**config.mk**
```make
export PLATFORM = sky130hd
export DESIGN_NAME = sys_cfg_bank_flat
export DESIGN_NICKNAME = d
export VERILOG_FILES = /design/src/rtl/sys_cfg_bank_if.sv /design/src/rtl/sys_cfg_bank.sv /design/src/flat_wrapper.sv
export SDC_FILE = /design/constraint.sdc
export NUM_CORES = 1
export LEC_CHECK = 0
export ABC_AREA = 0
export CORE_ASPECT_RATIO = 1.4
export CORE_MARGIN = 2
export CORE_UTILIZATION = 40
export DETAILED_ROUTE_END_ITERATION = 8
export HOLD_SLACK_MARGIN = 0.15
export PLACE_DENSITY = 0.58
export SYNTH_ARGS = -nofsm -noshare
export SYNTH_HDL_FRONTEND = slang
export SYNTH_SLANG_ARGS = --single-unit
```
**constraint.sdc**
```tcl
create_clock -name clk -period 20.1 [get_ports clk]
set_input_delay 2.01 -clock clk [delete_from_list [all_inputs] [get_ports clk]]
set_output_delay 2.01 -clock clk [all_outputs]
set_load 0.1 [all_outputs]
```
**src/rtl/sys_cfg_bank_if.sv**
```systemverilog
// PI bus view of the config bank: decoder drives the cycle, bank returns readback.
interface sys_cfg_bank_if #(
    parameter int AW = 5
);
    logic          pi_act;
    logic          pi_we;
    logic          pi_ce_cfg;
    logic [AW-1:0] pi_addr;
    logic [7:0]    pi_dato;
    logic [7:0]    pi_di;

    modport master (output pi_act, pi_we, pi_ce_cfg, pi_addr, pi_dato, input pi_di);
    modport slave  (input pi_act, pi_we, pi_ce_cfg, pi_addr, pi_dato, output pi_di);
endinterface

```
**src/rtl/sys_cfg_bank.sv**
```systemverilog
// Double-buffered system config register file: PI writes land in a staging
// bank, a live bank drives the decoded mapper outputs, and staging is copied
// to live atomically on commit (or tracked write-by-write when DEFER = 0).
module sys_cfg_bank #(
    parameter int REGS    = 16,
    parameter bit DEFER   = 1'b1,
    parameter int CMT_IDX = REGS - 1,
    parameter int PRG_MW  = 10,
    parameter int SRM_MW  = 11,
    parameter int CHR_MW  = 10
) (
    input  logic              clk,
    input  logic              rst_n,
    sys_cfg_bank_if.slave     pi,
    input  logic              cmt_req,
    output logic              dirty,
    output logic              cmt_ack,
    output logic [11:0]       map_idx,
    output logic [PRG_MW-1:0] prg_msk,
    output logic [SRM_MW-1:0] srm_msk,
    output logic [CHR_MW-1:0] chr_msk,
    output logic [18:0]       srm_size,
    output logic [7:0]        ctrl,
    output logic [7:0]        map_cfg
);
    localparam int            IW    = $clog2(REGS);
    localparam logic [IW-1:0] CMT_I = IW'(CMT_IDX);

    typedef enum logic [1:0] {S_IDLE, S_PEND, S_EXEC} state_t;

    state_t        r_state, w_state_nxt;
    logic          r_wr_v;
    logic [IW-1:0] r_wr_idx;
    logic [7:0]    r_wr_dat;
    logic [7:0]    r_stg  [REGS];
    logic [7:0]    r_live [REGS];
    logic          r_dirty;
    logic [7:0]    r_di;

    logic          w_land;
    logic          w_cmt_wr;
    logic          w_req;
    logic          w_exec;
    logic [IW-1:0] w_rd_idx;
    logic [3:0]    w_prg_n, w_srm_n, w_chr_n;

    // The commit register index is a trigger only; it never lands in staging.
    assign w_land   = r_wr_v && (r_wr_idx != CMT_I);
    assign w_cmt_wr = r_wr_v && (r_wr_idx == CMT_I) && (r_wr_dat == 8'hA5);
    assign w_req    = cmt_req | w_cmt_wr;
    // Holding off while a write lands guarantees that write is in the snapshot.
    assign w_exec   = (r_state == S_PEND) && !w_land;
    assign w_rd_idx = pi.pi_addr[IW-1:0];

    // Write capture stage; writes aimed at the live bank (MSB set) are dropped here.
    always_ff @(posedge clk) begin
        if (!rst_n) begin
            r_wr_v   <= 1'b0;
            r_wr_idx <= '0;
            r_wr_dat <= '0;
        end else begin
            r_wr_v   <= pi.pi_act & pi.pi_we & pi.pi_ce_cfg & ~pi.pi_addr[IW];
            r_wr_idx <= pi.pi_addr[IW-1:0];
            r_wr_dat <= pi.pi_dato;
        end
    end

    // Staging bank: the only PI-writable storage.
    always_ff @(posedge clk) begin
        if (!rst_n) begin
            for (int i = 0; i < REGS; i++) r_stg[i] <= '0;
        end else if (w_land) begin
            r_stg[r_wr_idx] <= r_wr_dat;
        end
    end

    // Live bank: whole-bank snapshot on commit, or per-write follow in immediate mode.
    always_ff @(posedge clk) begin
        if (!rst_n) begin
            for (int i = 0; i < REGS; i++) r_live[i] <= '0;
        end else if (w_exec) begin
            for (int i = 0; i < REGS; i++) r_live[i] <= r_stg[i];
        end else if (!DEFER && w_land) begin
            r_live[r_wr_idx] <= r_wr_dat;
        end
    end

    // Dirty tracking; a landing write wins over a commit clearing it.
    always_ff @(posedge clk) begin
        if (!rst_n)                r_dirty <= 1'b0;
        else if (DEFER && w_land)  r_dirty <= 1'b1;
        else if (w_exec)           r_dirty <= 1'b0;
    end

    // Commit FSM state register.
    always_ff @(posedge clk) begin
        if (!rst_n) r_state <= S_IDLE;
        else        r_state <= w_state_nxt;
    end

    // Commit FSM next state; a request arriving during EXEC is kept, not lost.
    always_comb begin
        w_state_nxt = r_state;
        case (r_state)
            S_IDLE:  if (w_req) w_state_nxt = S_PEND;
            S_PEND:  if (!w_land) w_state_nxt = S_EXEC;
            S_EXEC:  w_state_nxt = w_req ? S_PEND : S_IDLE;
            default: w_state_nxt = S_IDLE;
        endcase
    end

    // Registered readback from the bank selected by the address MSB.
    always_ff @(posedge clk) begin
        if (!rst_n) r_di <= '0;
        else        r_di <= pi.pi_addr[IW] ? r_live[w_rd_idx] : r_stg[w_rd_idx];
    end

    assign pi.pi_di = r_di;
    assign dirty    = r_dirty;
    assign cmt_ack  = (r_state == S_EXEC);

    assign w_prg_n = r_live[1][3:0];
    assign w_srm_n = r_live[1][7:4];
    assign w_chr_n = r_live[2][3:0];

    // Mask decode from live: (1 << n) - 1, saturating to all ones once n reaches the width.
    always_comb begin
        prg_msk  = (32'(w_prg_n) >= 32'(PRG_MW)) ? '1 : PRG_MW'((32'd1 << w_prg_n) - 32'd1);
        srm_msk  = (32'(w_srm_n) >= 32'(SRM_MW)) ? '1 : SRM_MW'((32'd1 << w_srm_n) - 32'd1);
        chr_msk  = (32'(w_chr_n) >= 32'(CHR_MW)) ? '1 : CHR_MW'((32'd1 << w_chr_n) - 32'd1);
        srm_size = 19'((32'd1 << w_srm_n) << 7);
        map_idx  = {r_live[2][7:4], r_live[0]};
        ctrl     = r_live[7];
        map_cfg  = r_live[4];
    end
endmodule
```
**src/flat_wrapper.sv**
```systemverilog
// flat-port wrapper written by rule: the top's interface ports become plain ports
module sys_cfg_bank_flat 
#(
    parameter int REGS    = 16,
    parameter bit DEFER   = 1'b1,
    parameter int CMT_IDX = REGS - 1,
    parameter int PRG_MW  = 10,
    parameter int SRM_MW  = 11,
    parameter int CHR_MW  = 10
)
  (clk, rst_n, cmt_req, dirty, cmt_ack, map_idx, prg_msk, srm_msk, chr_msk, srm_size, ctrl, map_cfg, pi_pi_act, pi_pi_we, pi_pi_ce_cfg, pi_pi_addr, pi_pi_dato, pi_pi_di);
  sys_cfg_bank_if pi_i ();
  input  logic clk;
  input  logic rst_n;
  input  logic cmt_req;
  output logic dirty;
  output logic cmt_ack;
  output logic [11:0] map_idx;
  output logic [PRG_MW-1:0] prg_msk;
  output logic [SRM_MW-1:0] srm_msk;
  output logic [CHR_MW-1:0] chr_msk;
  output logic [18:0] srm_size;
  output logic [7:0] ctrl;
  output logic [7:0] map_cfg;
  input wire logic [$bits(pi_i.pi_act)-1:0] pi_pi_act;
  input wire logic [$bits(pi_i.pi_we)-1:0] pi_pi_we;
  input wire logic [$bits(pi_i.pi_ce_cfg)-1:0] pi_pi_ce_cfg;
  input wire logic [$bits(pi_i.pi_addr)-1:0] pi_pi_addr;
  input wire logic [$bits(pi_i.pi_dato)-1:0] pi_pi_dato;
  output wire logic [$bits(pi_i.pi_di)-1:0] pi_pi_di;
  assign pi_i.pi_act = pi_pi_act;
  assign pi_i.pi_we = pi_pi_we;
  assign pi_i.pi_ce_cfg = pi_pi_ce_cfg;
  assign pi_i.pi_addr = pi_pi_addr;
  assign pi_i.pi_dato = pi_pi_dato;
  assign pi_pi_di = pi_i.pi_di;
  sys_cfg_bank #(.REGS(REGS), .DEFER(DEFER), .CMT_IDX(CMT_IDX), .PRG_MW(PRG_MW), .SRM_MW(SRM_MW), .CHR_MW(CHR_MW)) u_core (.clk(clk), .rst_n(rst_n), .pi(pi_i), .cmt_req(cmt_req), .dirty(dirty), .cmt_ack(cmt_ack), .map_idx(map_idx), .prg_msk(prg_msk), .srm_msk(srm_msk), .chr_msk(chr_msk), .srm_size(srm_size), .ctrl(ctrl), .map_cfg(map_cfg));
endmodule
```
==> metrics.csv <==
metric,value,unit
holdBufCountCts,0,
routed_via_density,5.07,
grt_max_degree,91,
hold_path_class,reg2reg,
grt_usage,0.184,
worstPathMaxFanout,9,
synthCells,916,
synth.area.top_cells,"edfxtp_1 (59%), and2_1 (12%), mux4_2 (7.6%), dfxtp_1 (3.7%), mux4_1 (2.6%)",
wl,31000,um
drtPass1Iterations,5,
ant_nets,0,
setup_viol,0,
cts_setup_buffers,0,
utilization,0.472,
cts.repair.resized,0,
slowest_delay,1130,ps
synth.top_cell.area_share,0.586,
drv_slew,0,
r2r_start,u_core.r_wr_idx[3],
tns,0,ps
io_buffer_count,99,
fin_nets,1013,
yosysWarnings,0,
grt-ovfl-total,0,
rsz0062_at_grt,false,
ff2ff_path_depth,5,
whs_endpoint,u_core.dirty,
cts_root_buf,clkbuf_16,
ir_worst_vdd,0.0000449,V
ys_types,55,
nFillCells,2869,
num_rows,78,
drive_gt1_frac,0.120,
grt_antenna_before_repair,0,
vias,7364,
required,18090,ps
clk_path_buf_depth,3,
die_area,34300,sq um
hold_viol_final,0,
syn_avg_cell_area,14.3,sq um
hold_ws,490,ps
syn_area,13100,sq um
post-route-period-util,0.285,
clock_latency,560,ps
whs_path_depth,2,
p_leak,0.00568,uW
drc,0,
yosysMostFrequentCell,and2_1,
grt_pass1_wl,46500,um
first_global_vias,7592,
syn_to_final_growth,16.7,%
fin_worst_skew,23.7,ps
initial_utilization,0.405,
status,"finished, final reports clean",
synth_top_area_cell,edfxtp_1,
fp.coreArea,32400,sq um
crit_path_cell_trace,or2_2 -> or3b_2 -> ha_1 -> nand2_1 -> nor3_1 -> nor2_1 -> o32a_1 -> clkdlybuf4s50_1,
ys.flop_type,edfxtp_1,
cts_max_level,1,
reg2reg_slack,17430,ps
fmaxAchievable,175,MHz
crit_slowest_cell,clkdlybuf4s50_1,
die_y,218,um
place_hpwl,21200,um
ys_async_sr_fraction,0,
synth-edff-count,256,
clk_pin_slew,60,ps
maxCapViolCount,0,
cts.sinks,280,
rr_endpoint,u_core.r_live[7][4],
tightest_slew,1310,ps
worstSetupPathType,reg2out,
ys_seq_area_frac,0.623,
synth_seq_cells,280,
slew_headroom,0.119,
power,1420,uW
worst_ep_arrival_time,3720,ps
start_kind,flop,
first_iter_violations,541,
cts_buffers,28,
die_width,157,um
ios,107,
gp_congestion,0.781,
hp-start,u_core.dirty,
crit_buf_inv,1,
diodes,0,
cp_top_family,buffers and inverters,
power_density,92.6,nW/um^2
wl_per_cell,21.3,um
cts_tree,yes,
finalCriticalPeriod,5730,ps
end_kind,primary output,
synthTopCellsByCount,"and2_1 (261), edfxtp_1 (256), clkbuf_1 (48)",
[report_power, final]
| group | switching, uW | internal, uW |
|---|---|---|
| clock network | 220 | 308 |
| registers | 18.8 | 664 |
| logic | 149 | 56.1 |
[how the worst max path moves through the flow]
stage	from	to	cells after the start
2_1_floorplan	u_core.r_wr_idx[2]	u_core.r_live[0][0]	4
3_3_place_gp	u_core.r_live[1][4]	srm_msk[2]	8
3_5_place_dp	u_core.r_live[1][3]	prg_msk[6]	5
4_1_cts	u_core.r_live[1][3]	prg_msk[6]	5
5_1_grt	u_core.r_live[1][6]	srm_msk[2]	8
6_report	u_core.r_live[2][3]	chr_msk[2]	8
[cell usage in the layout (no fill, tap or decap), drive strengths merged, types with 8 or more instances in the layout]
| cell | count |
|---|---|
| and2 | 261 |
| edfxtp | 256 |
| clkdlybuf4s50 | 95 |
| mux4 | 57 |
| nor2 | 34 |
| clkbuf | 34 |
| o21ai | 28 |
| dfxtp | 24 |
| mux2i | 23 |
| nand2 | 22 |
| buf | 17 |
| nand2b | 15 |
| conb | 15 |
| clkinv | 14 |
| inv | 10 |
| nor3 | 10 |
| o22a | 9 |
| mux2 | 8 |
[tightest hold or removal path, cell delays in order, from the launching register on]
cell	delay [ps]
dfxtp_1	330
nor2_1	50
nor2_1	80
[sequential cells by signal, indices dropped and copies added (netlist names)]
register         cells
u_core.dirty         1
u_core.pi.pi_di      8
u_core.r_live      128
u_core.r_state       2
u_core.r_stg       128
u_core.r_wr_dat      8
u_core.r_wr_idx      4
u_core.r_wr_v        1
[stage by stage]
step	worst slack, ps	instances	instance area [sq um]
CTS	14350	1453	15300
floorplan	9480	930	13200
global route	14110	1453	15300
finish	14370	1453	15300
global placement	14990	1401	14400
detailed placement	14930	1401	14400
[layer usage]
metal  up-vias  routed length (um)  track usage
met5         -                   0            0
met4         0                 675       0.0527
met3        45                1070       0.0200
met2       156               16700        0.346
met1      3674               12600        0.221
li1       3489                   -            -
[kinds of logic after synthesis]
kind of cell | share of synthesized area
buffers and inverters | 0.0363
flip-flops | 0.623
other | 0.000286
XOR/XNOR | 0.000668
adder cells (fa/ha/maj) | 0.00286
AO/OA/AOI/OAI | 0.0413
multiplexers | 0.126
AND/OR/NAND/NOR | 0.170
[cell type report]
type	instances	area, sq um	share of cell area
clock buffers	34	763	0.0499
repair buffers	112	1070	0.0702
flip-flops and latches	280	8170	0.534
well taps	440	551	0.0360
clock inverters	18	173	0.0113
multi-input cells	559	4540	0.296
inverters	10	37.5	0.00245
(Power assumes the default switching activity.)
